--- config.mk ---
export PLATFORM = sky130hd
export DESIGN_NAME = ps2_matrix
export DESIGN_NICKNAME = d
export VERILOG_FILES = /design/src/rtl/ps2_matrix.sv
export SDC_FILE = /design/constraint.sdc
export NUM_CORES = 1
export LEC_CHECK = 0
export ABC_AREA = 1
export CAP_MARGIN = 25
export CORE_MARGIN = 2
export CORE_UTILIZATION = 46
export DETAILED_ROUTE_END_ITERATION = 7
export PLACE_DENSITY_LB_ADDON = 0.25
export SYNTH_ARGS = -nofsm -noshare
export SYNTH_HDL_FRONTEND = slang
export SYNTH_SLANG_ARGS = --single-unit
--- constraint.sdc ---
create_clock -name clock -period 1.82 [get_ports clock]
set_input_delay 0.364 -clock clock [delete_from_list [all_inputs] [get_ports clock]]
set_output_delay 0.364 -clock clock [all_outputs]
set_load 0.005 [all_outputs]
--- src/rtl/ps2_matrix.sv ---
// ps2_matrix: PS/2 keyboard receiver feeding an 8x5 active-low key matrix.
// Optional PS2_COMBO_EN adds a combo register for multi-key shortcuts.
`default_nettype none

module ps2_matrix #(
    parameter int FILTER  = 4,
    parameter int TIMEOUT = 4096
) (
    input  logic       clock,
    input  logic       reset,
    input  logic       ce,
    input  logic       ps2Ck,
    input  logic       ps2D,
    input  logic [7:0] row,
    output logic [4:0] col,
    output logic [7:0] code,
    output logic       strobe
);

    localparam int FW = $clog2(FILTER) + 1;
    localparam int TW = $clog2(TIMEOUT) + 1;

    typedef enum logic [1:0] {S_IDLE, S_DATA, S_PARITY, S_STOP} state_t;

    logic [1:0]    r_ck_s, r_d_s;
    logic          r_ck_f;
    logic [FW-1:0] r_fcnt;
    logic [TW-1:0] r_tmr;
    state_t        r_state, w_state_nxt;
    logic [7:0]    r_sr, r_code;
    logic [2:0]    r_bcnt;
    logic          r_par, r_par_ok, r_strobe, r_ext, r_rel;
    logic [39:0]   r_key, w_matrix;
    logic          w_ck, w_d, w_flip, w_fall, w_tout, w_accept, w_hit;
    logic [5:0]    w_idx;
    logic [4:0]    w_col_n;

    assign w_ck   = r_ck_s[1];
    assign w_d    = r_d_s[1];
    assign w_flip = ce && (w_ck != r_ck_f) && (r_fcnt == FW'(FILTER - 1));
    assign w_fall = w_flip && !w_ck;
    assign w_tout = (r_state != S_IDLE) && ce && !w_fall && (r_tmr == TW'(TIMEOUT - 1));

    // Lines idle high, so sync and filter reset to 1 to avoid a phantom fall.
    always_ff @(posedge clock or negedge reset) begin
        if (!reset) begin
            r_ck_s <= 2'b11;
            r_d_s  <= 2'b11;
            r_ck_f <= 1'b1;
            r_fcnt <= '0;
        end else begin
            r_ck_s <= {r_ck_s[0], ps2Ck};
            r_d_s  <= {r_d_s[0], ps2D};
            if (ce) begin
                if (w_ck == r_ck_f) begin
                    r_fcnt <= '0;
                end else if (w_flip) begin
                    r_ck_f <= w_ck;
                    r_fcnt <= '0;
                end else begin
                    r_fcnt <= r_fcnt + FW'(1);
                end
            end
        end
    end

    always_ff @(posedge clock or negedge reset) begin
        if (!reset) r_state <= S_IDLE;
        else        r_state <= w_state_nxt;
    end

    always_comb begin
        w_state_nxt = r_state;
        w_accept    = 1'b0;
        if (w_tout) begin
            w_state_nxt = S_IDLE;
        end else if (w_fall) begin
            case (r_state)
                S_IDLE:   if (!w_d) w_state_nxt = S_DATA;
                S_DATA:   if (r_bcnt == 3'd7) w_state_nxt = S_PARITY;
                S_PARITY: w_state_nxt = S_STOP;
                S_STOP: begin
                    w_state_nxt = S_IDLE;
                    w_accept    = w_d && r_par_ok;
                end
                default:  w_state_nxt = S_IDLE;
            endcase
        end
    end

    always_ff @(posedge clock or negedge reset) begin
        if (!reset) begin
            r_sr     <= '0;
            r_bcnt   <= '0;
            r_par    <= 1'b0;
            r_par_ok <= 1'b0;
            r_tmr    <= '0;
        end else begin
            if (r_state == S_IDLE || w_fall) r_tmr <= '0;
            else if (ce)                     r_tmr <= w_tout ? '0 : r_tmr + TW'(1);
            if (w_fall) begin
                case (r_state)
                    S_IDLE: begin
                        r_bcnt <= '0;
                        r_par  <= 1'b0;
                    end
                    S_DATA: begin
                        r_sr   <= {w_d, r_sr[7:1]};
                        r_par  <= r_par ^ w_d;
                        r_bcnt <= r_bcnt + 3'd1;
                    end
                    S_PARITY: r_par_ok <= r_par ^ w_d;
                    default:  ;
                endcase
            end
        end
    end

    // Scancode set 2 to matrix position row*5+column.
    always_comb begin
        w_hit = 1'b1;
        w_idx = '0;
        case (r_sr)
            8'h12: w_idx = 6'd0;  8'h1A: w_idx = 6'd1;  8'h22: w_idx = 6'd2;  8'h21: w_idx = 6'd3;
            8'h2A: w_idx = 6'd4;  8'h1C: w_idx = 6'd5;  8'h1B: w_idx = 6'd6;  8'h23: w_idx = 6'd7;
            8'h2B: w_idx = 6'd8;  8'h34: w_idx = 6'd9;  8'h15: w_idx = 6'd10; 8'h1D: w_idx = 6'd11;
            8'h24: w_idx = 6'd12; 8'h2D: w_idx = 6'd13; 8'h2C: w_idx = 6'd14; 8'h16: w_idx = 6'd15;
            8'h1E: w_idx = 6'd16; 8'h26: w_idx = 6'd17; 8'h25: w_idx = 6'd18; 8'h2E: w_idx = 6'd19;
            8'h45: w_idx = 6'd20; 8'h46: w_idx = 6'd21; 8'h3E: w_idx = 6'd22; 8'h3D: w_idx = 6'd23;
            8'h36: w_idx = 6'd24; 8'h4D: w_idx = 6'd25; 8'h44: w_idx = 6'd26; 8'h43: w_idx = 6'd27;
            8'h3C: w_idx = 6'd28; 8'h35: w_idx = 6'd29; 8'h5A: w_idx = 6'd30; 8'h4B: w_idx = 6'd31;
            8'h42: w_idx = 6'd32; 8'h3B: w_idx = 6'd33; 8'h33: w_idx = 6'd34; 8'h29: w_idx = 6'd35;
            8'h59: w_idx = 6'd36; 8'h3A: w_idx = 6'd37; 8'h31: w_idx = 6'd38; 8'h32: w_idx = 6'd39;
            default: w_hit = 1'b0;
        endcase
    end

`ifdef PS2_COMBO_EN
    logic [39:0] r_combo, w_cmask;
    logic [5:0]  w_cidx;
    logic        w_chit;

    // Every combo is CAPS SHIFT (index 0) plus one other key.
    always_comb begin
        w_chit = 1'b1;
        w_cidx = '0;
        case (r_sr)
            8'h66:   w_cidx = 6'd20;
            8'h76:   w_cidx = 6'd35;
            8'h6B:   begin w_cidx = 6'd19; w_chit = r_ext; end
            8'h74:   begin w_cidx = 6'd22; w_chit = r_ext; end
            8'h72:   begin w_cidx = 6'd24; w_chit = r_ext; end
            8'h75:   begin w_cidx = 6'd23; w_chit = r_ext; end
            default: w_chit = 1'b0;
        endcase
        w_cmask = 40'd1 | (40'd1 << w_cidx);
    end

    always_ff @(posedge clock or negedge reset) begin
        if (!reset) begin
            r_combo <= '0;
        end else if (w_accept && r_sr != 8'hE0 && r_sr != 8'hF0 && w_chit) begin
            r_combo <= r_rel ? (r_combo & ~w_cmask) : (r_combo | w_cmask);
        end
    end

    assign w_matrix = r_key | r_combo;
`else
    logic w_unused_ext;
    assign w_unused_ext = r_ext;
    assign w_matrix     = r_key;
`endif

    always_ff @(posedge clock or negedge reset) begin
        if (!reset) begin
            r_code   <= '0;
            r_strobe <= 1'b0;
            r_ext    <= 1'b0;
            r_rel    <= 1'b0;
            r_key    <= '0;
        end else begin
            r_strobe <= w_accept;
            if (w_accept) begin
                r_code <= r_sr;
                if (r_sr == 8'hE0) begin
                    r_ext <= 1'b1;
                end else if (r_sr == 8'hF0) begin
                    r_rel <= 1'b1;
                end else begin
                    r_ext <= 1'b0;
                    r_rel <= 1'b0;
                    if (w_hit) r_key[w_idx] <= !r_rel;
                end
            end
        end
    end

    always_comb begin
        w_col_n = '0;
        for (int r = 0; r < 8; r++) begin
            for (int k = 0; k < 5; k++) begin
                if (!row[r] && w_matrix[r*5+k]) w_col_n[k] = 1'b1;
            end
        end
    end

    assign col    = ~w_col_n;
    assign code   = r_code;
    assign strobe = r_strobe;

endmodule

`default_nettype wire

==> results.txt, run 1 <==
WP data arrival: 2.30 ns
critical path type: flip-flop to flip-flop
Register-to-Register Setup Slack: -0.21 ns
Netlist Area Pre-Place: 0.00484 mm^2
CTS Buf Count: 9
highest cell delay on the worst timing path: 0.49 ns
Longest Clk Path Bufs: 2
endpoint class of the critical path: flip-flop
instance area at placement: 0.00599 mm^2
total routing usage reported by global routing: 0.269
final weighted congestion in routability-driven placement: 0.921
starting utilization of the core area: 0.471
share of Yosys cell area claimed by the top area cell type: 0.418
unique cell type count in the Yosys netlist: 30
violated checks: setup timing
RSZ-0062 raised after global routing: true
standard-cell rows: 37
leakage power: 3.78 nW
warnings from Yosys: 0
Die Y-Extent: 107 um
detailed-router iteration count before antenna repair: 5
die extent in x: 107 um
antenna violations before repair: 0
diode count: 0
cells on worst reg2reg path: 13
number of endpoints with negative hold slack in the final report: 0
number of clock sinks seen by CTS: 86
# setup viols final: 57
Skew-Pair Late Insertion Delay: 0.38 ns
cell chosen for the clock root: sky130_fd_sc_hd__clkbuf_8
fill cell instance count of the final layout: 716
Pwr Density: 617 mW/mm^2
combined area of the multi-input logic cells: 0.00294 mm^2
Die Area: 0.0114 mm^2
CP Launch Type: flip-flop
worst-path cell with the longest stage delay: sky130_fd_sc_hd__dfrtp_2
crit path to: r_key[19]
type of the tightest min-delay check: flip-flop to flip-flop
number of global-route vias before repair: 5045
FF+latch count, synth: 86
number of pins with negative max-slew slack in the final report: 0
max_slew headroom: 0.696
CP Cell Sequence: inv_2 -> nand2_2 -> nor2_2 -> nand2_2 -> nand2_2 -> nor2_2 -> nand2_1 -> nor2_2 -> nand3_4 -> buf_12 -> clkbuf_16 -> nand4_1 -> nand2_1
remaining routing DRC violations: 0
Max Freq: 492 MHz
Sequential Area: 0.00217 mm^2
clock tree from TritonCTS: done
start point of the critical path: r_sr[1]
max cap viols: 0
count of nets left with antenna violations after detail routing: 0
maximum number of pins on one net before global-route repair: 50
Core Area: 0.0103 mm^2
data required time of the critical path: 2.09 ns
Final period util: 1.12
via-per-instance ratio: 5.47
crit path max fanout: 8
fraction of final layout cells with drive strength greater than 1: 0.429
minimum hold slack: 0.360 ns
Starting DRT DRC Count: 326
reg-to-reg startpoint: r_sr[1]
number of top-level pins: 27
result of the run: complete, but fails checks
power share of the combinational group: 0.240
residual overflow from global routing: 0
worst flop-to-flop path endpoint: r_key[19]
Finished Cell Area: 0.00753 mm^2
top cells by area in the synthesized netlist: sky130_fd_sc_hd__dfrtp_1 (42%), sky130_fd_sc_hd__nand2_1 (17%), sky130_fd_sc_hd__nand3_1 (5.9%)
Setup WS post-layout: -0.212 ns
slew of the pin with the lowest slew margin: 0.457 ns
net switching fraction of the power: 0.312
cell type contributing the most total cell area after synthesis: sky130_fd_sc_hd__dfrtp_1
total via count after detailed routing: 5368
Sequential Power Share: 0.469
Max rail drop VDD: 0.404 mV
Internal Power: 3.20 mW
Wirelength per Cell: 16.3 um
final critical path time including I/O delays and setup: 2.03 ns
Buffers on Ports: 26
synthesized instance count: 673
clock share of power: 0.292
Area growth, synth to finish: 55.5%
WL final: 16.0 mm
clock slew seen by the registers of the worst setup and hold paths: 0.09 ns
global-route wire length before repair: 24.5 mm
share of the yosys chip area belonging to registers: 0.446
# H-tree levels: 3
skew final: 0.0144 ns
number of nets in the layout: 862
half-perimeter wire length after detailed placement: 9.14 mm
Psw: 1.45 mW
Net Count, Synth: 694
per-instance average area after synthesis: 7.20 um^2
-- registers in the layout (all words and copies together) (netlist names) --
name / count
r_key: 40
r_par: 1
strobe: 1
r_rel: 1
r_ck_s: 2
r_ck_f: 1
code: 8
r_par_ok: 1
r_tmr: 13
r_fcnt: 3
r_sr: 8
r_bcnt: 3
r_d_s: 2
r_state: 2
-- cells in the mapped netlist --
cell and number:
sky130_fd_sc_hd__a211oi_1 1, sky130_fd_sc_hd__nor3_1 4, sky130_fd_sc_hd__nand2_2 2, sky130_fd_sc_hd__a21oi_1 16, sky130_fd_sc_hd__inv_1 76, sky130_fd_sc_hd__xor2_1 6, sky130_fd_sc_hd__nand4_1 44, sky130_fd_sc_hd__ha_1 8
sky130_fd_sc_hd__nand3_4 1, sky130_fd_sc_hd__inv_2 3, sky130_fd_sc_hd__nand2_1 220, sky130_fd_sc_hd__nand3_1 57, sky130_fd_sc_hd__xnor2_1 1, sky130_fd_sc_hd__dfstp_2 5, sky130_fd_sc_hd__a221oi_1 4, sky130_fd_sc_hd__o2111ai_1 3
sky130_fd_sc_hd__o21a_1 1, sky130_fd_sc_hd__o31ai_1 2, sky130_fd_sc_hd__nor2_2 3, sky130_fd_sc_hd__o22ai_1 7, sky130_fd_sc_hd__clkbuf_1 6, sky130_fd_sc_hd__o21ai_1 1, sky130_fd_sc_hd__buf_4 1, sky130_fd_sc_hd__buf_2 19
sky130_fd_sc_hd__nor2_1 68, sky130_fd_sc_hd__dfrtp_1 81, sky130_fd_sc_hd__o21ai_0 30, sky130_fd_sc_hd__a21boi_0 1, sky130_fd_sc_hd__or2_2 1, sky130_fd_sc_hd__o211ai_1 1
-- cell families after synthesis --
| family | count (synthesis) | share of synthesized area |
|---|---|---|
| xor gates and xnor gates | 7 | 0.0127 |
| AOI/OAI and AO/OA | 67 | 0.0796 |
| DFF | 86 | 0.446 |
| buffers and inverters | 105 | 0.0871 |
| and+or+nand+nor | 400 | 0.354 |
| adders and majority gates | 8 | 0.0207 |
-- cell usage in the layout (no fill, tap or decap), types with 15 or more instances in the layout --
cell type                         synthesis  final
sky130_fd_sc_hd__nand2_1                220    164
sky130_fd_sc_hd__buf_4                    1    122
sky130_fd_sc_hd__nand3_1                 57     35
sky130_fd_sc_hd__dfrtp_1                 81     74
sky130_fd_sc_hd__clkdlybuf4s50_1          0     15
sky130_fd_sc_hd__inv_1                   76     59
sky130_fd_sc_hd__nor2_1                  68     34
sky130_fd_sc_hd__nand4_1                 44     44
sky130_fd_sc_hd__nor2_4                   0     17
sky130_fd_sc_hd__nor2_2                   3     20
sky130_fd_sc_hd__nand3_2                  0     21
sky130_fd_sc_hd__o21ai_1                  1     15
sky130_fd_sc_hd__nand2_2                  2     44
-- stage by stage --
step	util	TNS, ns	power, mW	cells	setup slack [ns]
2_1_floorplan	-	0	2.49	673	0.00696
3_3_place_gp	0.583	-9.45	2.81	907	-0.812
3_5_place_dp	0.583	-12.99	2.85	907	-0.790
4_1_cts	0.678	-4.85	4.36	958	-0.177
5_1_grt	0.733	-15.19	4.84	982	-0.288
6_report	0.733	-7.69	4.65	982	-0.212
-- layer usage --
layer,global-route usage,part of all wire,routed length (um),up-vias
met2,0.434,0.49,7860,233
met5,0,0,0,-
met3,0.0523,0.067,1080,40
met1,0.367,0.42,6720,2566
li1,-,-,-,2529
met4,0.0900,0.023,376,0
-- worst max-delay path, delay by kind of cell (launching register included) --
family	cells	cell delay (ns)
and+or+nand+nor	10	1.00
buffers and inverters	3	0.44
DFF	1	0.49
-- area by class of cell --
cell class	instances	share of cell area
well taps	136	0.0226
flip-flops and latches	86	0.288
clock buffers	14	0.0242
multi-input cells	482	0.390
inverters	79	0.0419
repair inverters	1	0.000997
repair buffers	182	0.231
clock inverters	2	0.00183
-- worst min path at each step --
stage                    from        end  slack [ns]  depth (start not counted)
global route        r_ck_s[0]  r_ck_s[1]        0.37                          0
floorplan               reset    code[0]        0.07                          0
detailed placement      reset   r_tmr[4]        0.22                          1
global placement        reset   r_tmr[3]        0.22                          1
CTS                 r_ck_s[0]  r_ck_s[1]        0.36                          0
finish               r_d_s[0]   r_d_s[1]        0.36                          0
-- timing repair --
item                                   in CTS  in global routing
pin swaps                                  46                 39
setup buffers                              30                 18
gates cloned                                7                  8
setup endpoints to repair                  69                 79
resized for setup                         160                129
hold buffers                                1                  0
endpoints found under the hold margin      10                  0
-- power groups by stage --
stage / Sequential (mW) / Combinational [mW] / Clock [mW]
after floorplan: 2.15 / 0.341 / 0
after global placement: 2.16 / 0.649 / 0
after detailed placement: 2.17 / 0.682 / 0
after CTS: 2.15 / 0.845 / 1.36
after global routing: 2.19 / 1.21 / 1.44
final: 2.18 / 1.12 / 1.36
(Power assumes the default switching activity.)
==> run 2, diff against run 1 <==
--- a/config.mk
+++ b/config.mk
@@ -7,8 +7,9 @@
 export LEC_CHECK = 0
 export ABC_AREA = 1
 export CAP_MARGIN = 25
-export CORE_MARGIN = 2
+export CORE_MARGIN = 5
 export CORE_UTILIZATION = 46
+export CTS_CLUSTER_SIZE = 12
 export DETAILED_ROUTE_END_ITERATION = 7
 export PLACE_DENSITY_LB_ADDON = 0.25
 export SYNTH_ARGS = -nofsm -noshare
==> results.txt, run 2 (same netlist as run 1, synthesis figures left out) <==
max_slew headroom: 0.683
Max Freq: 474 MHz
Starting DRT DRC Count: 430
Die Area: 0.0127 mm^2
CTS Buf Count: 9
worst hold path depth: 0
leakage power: 3.87 nW
total routing usage reported by global routing: 0.234
die extent in x: 113 um
number of pins with negative max-slew slack in the final report: 0
Hold Startpoint: r_d_s[0]
routing usage on met2: 0.362
GR Util met3: 0.0399
diode count: 0
reg-to-reg startpoint: r_sr[1]
number of top-level pins: 27
starting utilization of the core area: 0.471
via-per-instance ratio: 5.51
clock slew seen by the registers of the worst setup and hold paths: 0.09 ns
data required time of the critical path: 2.09 ns
Skew-Pair Late Insertion Delay: 0.38 ns
total via count after detailed routing: 5452
clock tree from TritonCTS: done
WL final: 17.1 mm
Setup WS post-layout: -0.288 ns
number of clock sinks seen by CTS: 86
Die Y-Extent: 113 um
register bank with the most flops: r_key
Core Area: 0.0103 mm^2
detailed-router iteration count before antenna repair: 7
Area growth, synth to finish: 61.7%
residual overflow from global routing: 0
final weighted congestion in routability-driven placement: 0.955
crit path max fanout: 6
RSZ-0062 raised after global routing: true
remaining routing DRC violations: 0
final total negative setup slack: -13.81 ns
Longest Clk Path Bufs: 2
Final period util: 1.16
# setup viols final: 79
final critical path time including I/O delays and setup: 2.11 ns
type of the tightest min-delay check: flip-flop to flip-flop
DP Cell Count: 912
Max rail drop VDD: 0.507 mV
cell chosen for the clock root: sky130_fd_sc_hd__clkbuf_8
Finished Cell Area: 0.00783 mm^2
critical path type: flip-flop to flip-flop
violated checks: setup timing
maximum number of pins on one net before global-route repair: 41
leading cell type in the layout, fill and taps excluded: sky130_fd_sc_hd__nand2_1
max FFs per register: 40
leading registers by flop count: r_key (40), r_tmr (13)
result of the run: complete, but fails checks
count of nets left with antenna violations after detail routing: 0
Buffers on Ports: 26
cells on worst reg2reg path: 13
max cap viols: 0
Pwr Density: 639 mW/mm^2
number of cells in the finished layout apart from fillers: 990
layer with the highest usage: met2
Wirelength per Cell: 17.3 um
WP data arrival: 2.38 ns
instance area at placement: 0.00601 mm^2
start point of the critical path: r_sr[1]
number of endpoints with negative hold slack in the final report: 0
antenna violations before repair: 0
# H-tree levels: 3
skew final: 0.0112 ns
number of nets in the layout: 870
fill cell instance count of the final layout: 675
endpoint class of the critical path: flip-flop
global-route wire length before repair: 24.1 mm
CP Launch Type: flip-flop
half-perimeter wire length after detailed placement: 9.19 mm
standard-cell rows: 37
number of global-route vias before repair: 4963
leading cell types in the layout, fill and taps excluded: sky130_fd_sc_hd__nand2_1 (165), sky130_fd_sc_hd__buf_4 (121), sky130_fd_sc_hd__dfrtp_1 (75)
fraction of final layout cells with drive strength greater than 1: 0.443
GR Util met1: 0.328
slew of the pin with the lowest slew margin: 0.476 ns
==> run 2: what timing repair did <==
action                                 CTS  global route
gates cloned                             7            11
setup endpoints to repair               75            82
endpoints found under the hold margin   25             0
gates resized for setup                127           182
pin swaps                               19            72
hold buffers                             1             0
setup buffers                           29            20
==> run 2: metrics by stage <==
step / hold slack, ns / utilization / worst slack (ns) / power, mW
2_1_floorplan: 0.0684 / - / 0.00696 / 2.49
3_3_place_gp: 0.334 / 0.585 / -0.821 / 2.83
3_5_place_dp: 0.340 / 0.585 / -0.818 / 2.87
4_1_cts: 0.361 / 0.668 / -0.169 / 4.64
5_1_grt: 0.369 / 0.762 / -0.370 / 5.23
6_report: 0.356 / 0.762 / -0.288 / 5.01
==> run 2: worst max-delay path, stage by stage, from the launching register on <==
cell                        delay [ns]
sky130_fd_sc_hd__dfrtp_2          0.52
sky130_fd_sc_hd__nand2_4          0.14
sky130_fd_sc_hd__nor2_4           0.04
sky130_fd_sc_hd__buf_6            0.14
sky130_fd_sc_hd__nand2_4          0.08
sky130_fd_sc_hd__nand2_2          0.07
sky130_fd_sc_hd__nor2_2           0.16
sky130_fd_sc_hd__nand2_1          0.09
sky130_fd_sc_hd__nor2_2           0.13
sky130_fd_sc_hd__nand3_4          0.13
sky130_fd_sc_hd__clkbuf_16        0.20
sky130_fd_sc_hd__clkbuf_16        0.16
sky130_fd_sc_hd__nand4_1          0.07
sky130_fd_sc_hd__nand2_1          0.07
==> run 2: area by class of cell <==
type                            count  area (um^2)  area share
Clock buffer                       11          151      0.0193
Clock inverter                      5         81.3      0.0104
Inverter                           79          315      0.0402
Multi-Input combinational cell    482         3040       0.388
Sequential cell                    86         2170       0.276
Tap cell                          136          170      0.0217
Timing Repair Buffer              190         1900       0.243
Timing Repair inverter              1         7.51    0.000958
==> run 2: where the power goes <==
group | internal (mW) | total (mW) | switching (mW) | leakage [nW]
Clock | 0.848 | 1.59 | 0.746 | 0.116
Sequential | 2.04 | 2.18 | 0.137 | 1.13
Combinational | 0.585 | 1.24 | 0.651 | 2.63
==> run 2: final timing paths <==
kind                                   end  slack [ns]
worst max-delay path             r_key[37]       -0.29
worst min-delay path              r_d_s[1]        0.36
worst max register to register   r_key[37]       -0.29
worst min register to register    r_d_s[1]        0.36
max in group asynchronous          r_sr[3]        0.75
min in group asynchronous       r_state[1]        0.47
==> run 2: metal layers <==
metal | up-vias | wire length [um] | share of wire
li1 | 2557 | - | -
met1 | 2650 | 7190 | 0.42
met4 | 0 | 463 | 0.027
met5 | - | 0 | 0
met3 | 47 | 1080 | 0.063
met2 | 198 | 8380 | 0.49
